### src/rtl/dmux_stream.sv
// Registered 1-to-N stream demultiplexer: one producer, CHANNELS independent
// consumers, each behind a one-entry valid/ready holding slot, plus broadcast.

module dmux_stream_slot #(
   parameter int WIDTH = 16
) (
   input  logic             clk,
   input  logic             reset,
   input  logic             wr_en,
   input  logic [WIDTH-1:0] wr_data,
   input  logic             out_ready,
   output logic             can_accept,
   output logic             out_valid,
   output logic [WIDTH-1:0] out_data
);
   logic             full_q, full_d;
   logic [WIDTH-1:0] data_q, data_d;

   // A slot that is draining this edge may be refilled on the same edge.
   assign can_accept = !full_q || out_ready;
   assign out_valid  = full_q;
   assign out_data   = full_q ? data_q : '0;

   always_comb begin
      full_d = full_q;
      data_d = data_q;
      if (wr_en) begin
         full_d = 1'b1;
         data_d = wr_data;
      end else if (full_q && out_ready) begin
         full_d = 1'b0;
      end
   end

   always_ff @(posedge clk or posedge reset) begin
      if (reset) begin
         full_q <= 1'b0;
         data_q <= '0;
      end else begin
         full_q <= full_d;
         data_q <= data_d;
      end
   end
endmodule

module dmux_stream #(
   parameter int WIDTH     = 16,
   parameter int CHANNELS  = 2,
   parameter int SEL_WIDTH = 1
) (
   input  logic                      clk,
   input  logic                      reset,
   input  logic [WIDTH-1:0]          in,
   input  logic [SEL_WIDTH-1:0]      sel,
   input  logic                      bcast,
   input  logic                      in_valid,
   output logic                      in_ready,
   output logic [CHANNELS*WIDTH-1:0] out,
   output logic [CHANNELS-1:0]       out_valid,
   input  logic [CHANNELS-1:0]       out_ready,
   output logic [7:0]                drop_count
);
   localparam logic [SEL_WIDTH:0] CH_LIM = (SEL_WIDTH+1)'(CHANNELS);

   logic [CHANNELS-1:0] can;
   logic [CHANNELS-1:0] wr_en;
   logic                in_range;
   logic                sel_can;
   logic                accept;
   logic [7:0]          drop_count_q, drop_count_d;

   // Out-of-range words are always accepted so they can be counted and dropped.
   always_comb begin
      in_range = ({1'b0, sel} < CH_LIM);
      sel_can  = 1'b0;
      for (int k = 0; k < CHANNELS; k++)
         if (sel == SEL_WIDTH'(k)) sel_can = can[k];
      if (bcast)         in_ready = &can;
      else if (in_range) in_ready = sel_can;
      else               in_ready = 1'b1;
   end

   assign accept = in_valid && in_ready;

   always_comb begin
      wr_en = '0;
      for (int k = 0; k < CHANNELS; k++)
         wr_en[k] = accept && (bcast || (in_range && sel == SEL_WIDTH'(k)));
   end

   always_comb begin
      drop_count_d = drop_count_q;
      if (accept && !bcast && !in_range && drop_count_q != 8'hFF)
         drop_count_d = drop_count_q + 8'd1;
   end

   always_ff @(posedge clk or posedge reset) begin
      if (reset) drop_count_q <= '0;
      else       drop_count_q <= drop_count_d;
   end

   assign drop_count = drop_count_q;

   for (genvar k = 0; k < CHANNELS; k++) begin : g_slot
      dmux_stream_slot #(.WIDTH(WIDTH)) u_slot (
         .clk        (clk),
         .reset      (reset),
         .wr_en      (wr_en[k]),
         .wr_data    (in),
         .out_ready  (out_ready[k]),
         .can_accept (can[k]),
         .out_valid  (out_valid[k]),
         .out_data   (out[k*WIDTH +: WIDTH])
      );
   end
endmodule

### config.mk
export PLATFORM = sky130hd
export DESIGN_NAME = dmux_stream
export DESIGN_NICKNAME = d
export VERILOG_FILES = /design/src/rtl/dmux_stream.sv
export SDC_FILE = /design/constraint.sdc
export NUM_CORES = 1
export LEC_CHECK = 0
export CORE_MARGIN = 1.5
export CORE_UTILIZATION = 46
export DETAILED_ROUTE_END_ITERATION = 10
export PLACE_DENSITY = 0.85
export SLEW_MARGIN = 20
export SYNTH_ARGS = -nofsm -noshare
export SYNTH_HDL_FRONTEND = slang
export SYNTH_SLANG_ARGS = --single-unit
### constraint.sdc
create_clock -name clk -period 2.54 [get_ports clk]
set_input_delay 0.635 -clock clk [delete_from_list [all_inputs] [get_ports clk]]
set_output_delay 0.635 -clock clk [all_outputs]
set_load 0.01 [all_outputs]
## After elaboration in Yosys (flattened, before gate mapping)

Cells that the tools add are included.

| word-level totals | value |
|---|---|
| register bits | 34 |
| input bits | 23 |
| word-level logic and storage cells | 27 |

| cells by class | value |
|---|---|
| muxes and demuxes | 8 |
| bitwise logic cells | 1 |
| reduce and logical (&&, ||, !) cells | 14 |

Operators with widths:

| cell | number |
|---|---|
| two-way mux 16 bit | 2 |
| two-way mux 1 bit | 6 |
| logical AND 1 bit | 5 |
| logical OR 1 bit | 4 |
| nonzero test 2 bit | 2 |
| zero test 1 bit | 2 |
| AND reduction 2 bit | 1 |
| NOT 1 bit | 1 |

## Longest topological paths before layout

Gate-level depths: netlist (run 1).

| depth | value |
|---|---|
| word-level depth | 7 |
| mapped depth | 5 |
| mapped depth without buffers | 3 |

## By module

Synthesis (run 1) repeated with hierarchy kept, for this count alone.

| second synthesis, totals | value |
|---|---|
| cells, all modules | 127 |
| area, all modules | 1701.6 um^2 |

By module, submodules not included:

| module | times used | cells each | area each (um^2) | seq. area each (um^2) |
|---|---|---|---|---|
| dmux_stream_slot | 2 | 55 | 790.8 | 425.4 |
| dmux_stream | 1 | 17 | 120.1 | 0.0 |

## Worst setup path before layout (run 1)

Ideal clock, no wire load.

| timing | value |
|---|---|
| kind | input to register |
| start | input bcast |
| end | register g_slot[1].u_slot.data_q[0] |
| library setup time | 0.127 ns |
| arrival | 1.741 ns |
| slack | 0.671 ns |
| cell stages on the path | 4 |
| buffers on the path | 1 |
| cells stage by stage | nand2b_1 a221oi_4 buf_6 mux2_1 |

| on the way | value |
|---|---|
| longest elaborated chain between the ends | 3 |

Ends and longest elaborated chain:

| item | line | text |
|---|---|---|
| start: declaration | 55 | `input logic bcast,` |
| two-way mux 1 bit | 78 | `if (bcast) in_ready = &can;` |
| logical AND 1 bit | 83 | `assign accept = in_valid && in_ready;` |
| logical AND 1 bit (*) | 88 | `wr_en[k] = accept && (bcast \|\| (in_range && sel == SEL_WIDTH'(k)));` |
| end signal: assignment | 41 | `data_q <= data_d;` |
| end: declaration | 17 | `logic [WIDTH-1:0] data_q, data_d;` |

Every way passes the cells marked *; elsewhere a longest branch is shown, timed or not.
A chain may end at the register's enable or synchronous reset.

## Worst setup path after layout (run 1)

| timing | value |
|---|---|
| start | input bcast |
| end | output in_ready |

| on the way | value |
|---|---|
| longest elaborated chain between the ends | 1 |

Ends and longest elaborated chain:

| item | line | text |
|---|---|---|
| two-way mux 1 bit | 78 |  |
| end: declaration | 57 | `output logic in_ready,` |

Every way passes these cells.

==> results of run 1 <==
==> repair_timing <==
| item | in CTS | in global routing |
|---|---|---|
| endpoints found under the setup margin | 2 | 0 |
| setup buffers | 0 | 0 |
| gates resized for setup | 2 | 0 |
==> report_power, final <==
part	internal (uW)	switching [uW]	leakage (uW)	total, uW
Combinational	343	208	0.000562	551
Sequential	664	65.8	0.000398	730
Clock	104	165	0.0000254	269
==> registers in the layout, indices dropped and copies added (netlist names) <==
name                     cells
g_slot.u_slot.data_q        32
g_slot.u_slot.out_valid      2
==> cell type report <==
type	instances	area, sq um	share of cell area, %
Inverter	2	7.507	0.3249
Tap cell	46	57.56	2.491
Clock buffer	7	45.04	1.949
Sequential cell	34	852.1	36.87
Multi-Input combinational cell	84	689.4	29.83
Timing Repair Buffer	69	659.4	28.53
==> layer usage <==
layer	track usage, %	vias to the layer above	routed length [microns]
met5	0	-	0
met3	4.505	8	189
met2	32.66	47	1712
met4	10.56	0	89
met1	23.96	559	1531
li1	-	540	-
==> cells in the final DEF, fill, tap and decap left out, types with 2 or more instances in the layout <==
| cell | synthesis | layout |
|---|---|---|
| mux2_2 | 23 | 23 |
| nand2_1 | 2 | 2 |
| and2_1 | 32 | 32 |
| clkbuf_1 | 2 | 2 |
| buf_4 | 12 | 12 |
| nand2b_1 | 3 | 3 |
| inv_1 | 2 | 2 |
| conb_1 | 1 | 8 |
| dfrtp_1 | 34 | 33 |
| mux2_1 | 9 | 9 |
| clkbuf_4 | 0 | 5 |
| clkdlybuf4s50_1 | 0 | 56 |
==> through the flow <==
step | power [uW] | setup TNS (ns) | std cells | hold slack [ns]
floorplan | 1013 | 0 | 135 | 0.4497
detailed placement | 1295 | -0.1060 | 235 | 0.4686
finish | 1550 | 0 | 242 | 0.4852
CTS | 1569 | 0 | 242 | 0.4893
global placement | 1272 | -0.05634 | 235 | 0.4601
global route | 1644 | 0 | 242 | 0.5246
==> logic make-up after synthesis <==
kind of cell / share of synthesized area, %
other: 0.2300
DFF: 52.19
buffers and inverters: 7.138
AOI/OAI and AO/OA: 3.837
and+or+nand+nor: 14.51
muxes: 22.10
==> worst max-delay path by stage <==
stage	startpoint	to	slack, ns	depth (start not counted)
final	bcast	in_ready	0.09	5
after global placement	bcast	in_ready	-0.06	5
after detailed placement	bcast	in_ready	-0.11	5
after global routing	bcast	in_ready	0.04	5
after CTS	bcast	in_ready	0.1	5
after floorplan	bcast	g_slot[1].u_slot.data_q[0]$_DFFE_PP0P_	0.67	4
==> critical path: cells and delay by family <==
kind	cells	cell delay [ns]
AO/OA/AOI/OAI	1	0.19
AND/OR/NAND/NOR	2	0.21
buffers and inverters	2	0.78
==> results.yml, run 1 <==
yosys:
  synth_most_common_cell: "dfrtp_1"
  synth_cells: 128
  avgSynthCellArea_sq_um: 12.74
  yosys_warnings: 0
  netlist_top_cells_area: "dfrtp_1 52%, mux2_2 16%, and2_1 12%, mux2_1 6.2%, buf_4 5.5%"
  synth_common_cells: "34 x dfrtp_1, 32 x and2_1, 23 x mux2_2"
  async_flop_share_pct: 100.0
  synth_top_area_share_pct: 52.19
  synth_area_sq_mm: 0.001630
  synth_ff_type: "dfrtp_1"
  synth_seq_cells: 34
  synth_cell_type_count: 18
  netlist.top_cell.by_area: "dfrtp_1"
  synth_edf_count: 0
  yosysSeqAreaShare_pct: 52.19
placement:
  placed_cell_area_sq_mm: 0.002266
  hpwl_mm: 2.627
  gp_congestion: 0.8108
  port_buffers: 57
  preCtsSetupSlack_ns: -0.1060
global_routing:
  grt_pass1_vias: 1267
  grt.total_usage_pct: 19.73
  grt_max_degree: 35
  gr-total-overflow: 0
  grt_antenna_before_repair: 0
  grt_pass1_wl_mm: 5.954
detailed_routing:
  drt_iter0_markers: 14
  ant_nets: 0
  routed_wl_mm: 3.522
  via_per_inst: 4.769
  wl_per_cell_microns: 14.55
  firstDrtPassIters: 4
  drc: 0
  vias: 1154
timing:
  drv_slew: 0
  hold_viol_final: 0
  setup_ws_ns: 0.08752
  fmaxAchievable_ghz: 0.4078
  fin_crit_sh_pct: 96.55
  rsz0062_at_grt: "no"
  fin_crit_ns: 2.452
  setup_viol: 0
  fin_skew_ns: 0.008184
die:
  core.rowCount: 21
  die_h_microns: 62.53
  io_pins: 66
  die_w_microns: 62.53
  coreArea_sq_mm: 0.003363
  initial_utilization_pct: 48.47
  die_area_sq_mm: 0.003910
min_path:
  min_from: "g_slot[1].u_slot.data_q[15]$_DFFE_PP0P_"
  worstHoldEndpoint: "g_slot[1].u_slot.data_q[15]$_DFFE_PP0P_"
  hp-class: "flop to flop"
  hold_depth: 1
critical_path:
  endpoint_kind: "primary output"
  cp_max_fo: 3
  cp_slowest_cell: "clkdlybuf4s50_1"
  crit_required_ns: 1.90
  path_class: "input port to primary output"
  rr_worst_depth: 5
  cpPeakStageDelay_ns: 0.49
  r2r_start: "g_slot[0].u_slot.out_valid$_DFFE_PP0P_"
  reg2reg_to: "g_slot[1].u_slot.data_q[6]$_DFFE_PP0P_"
  crit_chain: "clkdlybuf4s50_1 > nand2b_1 > nand2_1 > a22o_1 > dlygate4sd2_1"
  cp.arrival_ns: 1.82
  regToRegSetupSlack_ns: 0.81
  critPathLaunchType: "input port"
clock_network:
  cts-root-buf: "clkbuf_4"
  clkSinkCount: 34
  clockBufferDepth: 2
  cts-htree-levels: 2
  cts_tree: "done"
  numCtsBuffers: 5
  clock_latency_ns: 0.33
  clkSlewWorstSetupHoldPaths_ns: 0.10
  ctsHoldBuffers: 0
pwr:
  ir_drop_mv: 0.3226
  powerDensity_mw_per_mm2: 670.6
  power.leakage_uw: 0.0009853
finish:
  num-fill-cells: 270
  layout-drive-gt1-share_pct: 21.94
  stdcell_area_sq_mm: 0.002311
  area_growth_syn_to_layout_pct: 41.75
  final_util_pct: 68.71
  nets: 219
  n_antenna_cell: 0
status:
  status: "finished clean"
flow_run:
  maxCapViolCount: 0
(Power assumes the default switching activity.)
==> run 2, diff against run 1 <==
Settings changed: ABC_AREA from default to 1, CORE_UTILIZATION 46 to 48.
==> results.yml, run 2 <==
timing:
  finalSetupTns_ns: 0
  fin_crit_ns: 2.388
  rsz0062_at_grt: "no"
  fin_skew_ns: 0.003510
  setup_viol: 0
  slew_headroom_pct: 65.00
  fin_crit_sh_pct: 94.00
  fmaxAchievable_ghz: 0.4188
  drv_slew: 0
  hold_viol_final: 0
  worst_slew_pin_slew_ns: 0.5233
  setup_ws_ns: 0.1524
yosys:
  synth_xor_area_share_pct: 0
  synth_seq_cells: 34
  synth_most_common_cell: "nand2_1"
  synth_area_sq_mm: 0.001878
  synth-compound-area-share_pct: 0
  synth_fa_ha_area_share_pct: 0
  avgSynthCellArea_sq_um: 7.793
  netlist.top_cell.by_area: "dfrtp_1"
  synth_cells: 241
  synth_cell_type_count: 18
  synth_top_area_share_pct: 45.30
  synth_ff_type: "dfrtp_1"
  yosys_warnings: 0
  yosysSeqAreaShare_pct: 45.30
  async_flop_share_pct: 100.0
  synth_common_cells: "98 x nand2_1, 38 x inv_1, 34 x dfrtp_1"
  synth_top_family_by_area: "simple AND/OR/NAND/NOR gates"
  netlist_top_cells_area: "dfrtp_1 45%, nand2_1 20%, nand4_1 11%, inv_1 7.6%, buf_4 4.8%"
  synthSimpleGateAreaFrac_pct: 36.91
  muxShareOfSynthArea_pct: 0
  synth_edf_count: 0
detailed_routing:
  wl_per_cell_microns: 11.98
  via_per_inst: 4.908
  drc: 0
  firstDrtPassIters: 4
  drt_iter0_markers: 81
  vias: 1703
  routed_wl_mm: 4.158
  ant_nets: 0
global_routing:
  grt_pass1_wl_mm: 7.265
  grt.total_usage_pct: 22.19
  grt_antenna_before_repair: 0
  gr-total-overflow: 0
  grt_max_degree: 35
  grt_pass1_vias: 1679
placement:
  preCtsSetupSlack_ns: -0.1296
  hpwl_mm: 3.040
  port_buffers: 57
  dp.cells: 340
  gp_congestion: 0.7947
finish:
  multiInputGateArea_sq_um: 723.2
  layout-drive-gt1-share_pct: 10.37
  n_antenna_cell: 0
  num-fill-cells: 326
  seq_area_sq_um: 853.3
  fin_cells: 347
  nets: 322
  area_growth_syn_to_layout_pct: 36.04
  regMostFlops: "g_slot.u_slot.data_q"
  final_common_cell: "nand2_1"
  final_util_pct: 68.75
  largest_reg_flops: 32
  layout_common_cells: "98 x nand2_1, 56 x clkdlybuf4s50_1, 38 x inv_1, 32 x nand4_1, 32 x dfrtp_1"
die:
  core.rowCount: 22
  initial_utilization_pct: 50.54
  io_pins: 66
  die_area_sq_mm: 0.004297
  die_w_microns: 65.55
  die_h_microns: 65.55
  coreArea_sq_mm: 0.003716
clock_network:
  clockBufferDepth: 2
  cts_tree: "done"
  clock_latency_ns: 0.28
  numCtsBuffers: 5
  cts-htree-levels: 2
  ctsHoldBuffers: 0
  clkSlewWorstSetupHoldPaths_ns: 0.06
  clkSinkCount: 34
  cts-root-buf: "clkbuf_8"
pwr:
  ir_drop_mv: 0.6652
  powerDensity_mw_per_mm2: 686.0
  p_total_uw: 1753
  power.leakage_uw: 0.001448
critical_path:
  critPathLaunchType: "input port"
  cp.arrival_ns: 1.75
  endpoint_kind: "primary output"
  crit_chain: "clkdlybuf4s50_1 > inv_1 > nor2_1 > nor2_1 > nor2_4 > dlygate4sd2_1"
  crit_required_ns: 1.90
  path_class: "input port to primary output"
  cpMostUsedCell: "nor2_1"
  cpPeakStageDelay_ns: 0.52
  cp_max_fo: 3
  cp_slowest_cell: "clkdlybuf4s50_1"
flow_run:
  maxCapViolCount: 0
min_path:
  hp-class: "flop to flop"
status:
  status: "finished clean"
-- run 2: cell count changes after synthesis, moves of 9 or more --
cell / change
nand2_1: +96
inv_1: +36
and2_1: -32
nand4_1: +32
mux2_2: -23
mux2_1: -9
-- run 2: power breakdown --
group          internal (uW)  switching [uW]
sequential               653            79.8
combinational            266             264
clock                    313             176
total                   1230             520
-- run 2: worst paths after layout --
path	start	to	slack [ns]	cells past startpoint
worst max-delay path	sel	in_ready	0.15	6
min in group asynchronous	reset	g_slot[0].u_slot.data_q[0]$_DFFE_PP0P_	0.74	3
worst max register to register	g_slot[1].u_slot.out_valid$_DFFE_PP0P_	g_slot[1].u_slot.data_q[10]$_DFFE_PP0P_	1.11	6
worst min register to register	g_slot[1].u_slot.data_q[0]$_DFFE_PP0P_	g_slot[1].u_slot.data_q[0]$_DFFE_PP0P_	0.48	2
max in group asynchronous	reset	g_slot[0].u_slot.out_valid$_DFFE_PP0P_	1.48	3
worst min-delay path	g_slot[1].u_slot.data_q[0]$_DFFE_PP0P_	g_slot[1].u_slot.data_q[0]$_DFFE_PP0P_	0.48	2
-- run 2: cells by family after synthesis --
group / after synthesis
buffers and inverters: 64
flip-flops: 34
AND/OR/NAND/NOR: 142
other: 1
-- run 2: area by class of cell --
class                   count  area share, %
repair buffers             69          25.81
well taps                  48          2.351
clock inverters             1          1.175
clock buffers               6          3.232
inverters                  39          5.730
flip-flops and latches     34          33.40
multi-input cells         150          28.31
-- run 2: layer usage --
| metal | track usage (%) | wire length, microns | vias to the layer above | part of all wire (%) |
|---|---|---|---|---|
| met4 | 8.594 | 89 | 0 | 2.1 |
| li1 | - | - | 838 | - |
| met5 | 0 | 0 | - | 0 |
| met2 | 38.27 | 2069 | 76 | 50 |
| met3 | 6.164 | 332 | 13 | 8.0 |
| met1 | 26.17 | 1665 | 776 | 40 |
-- run 2: timing repair --
item,4_1_cts,5_1_grt
setup buffers,0,0
gates resized for setup,1,2
hold endpoints to repair,0,0
pin swaps,0,0
endpoints found under the setup margin,1,8
-- run 2: per-stage QoR --
| step | cell area, sq um | hold slack, ns |
|---|---|---|
| floorplan | 1904 | 0.4493 |
| global placement | 2441 | 0.4628 |
| detailed placement | 2441 | 0.4658 |
| CTS | 2552 | 0.4833 |
| global route | 2555 | 0.5007 |
| finish | 2555 | 0.4779 |
-- run 2: critical path, delay by kind of cell --
family | cells | cell delay, ns
buf+inv | 3 | 0.85
simple gates | 3 | 0.27
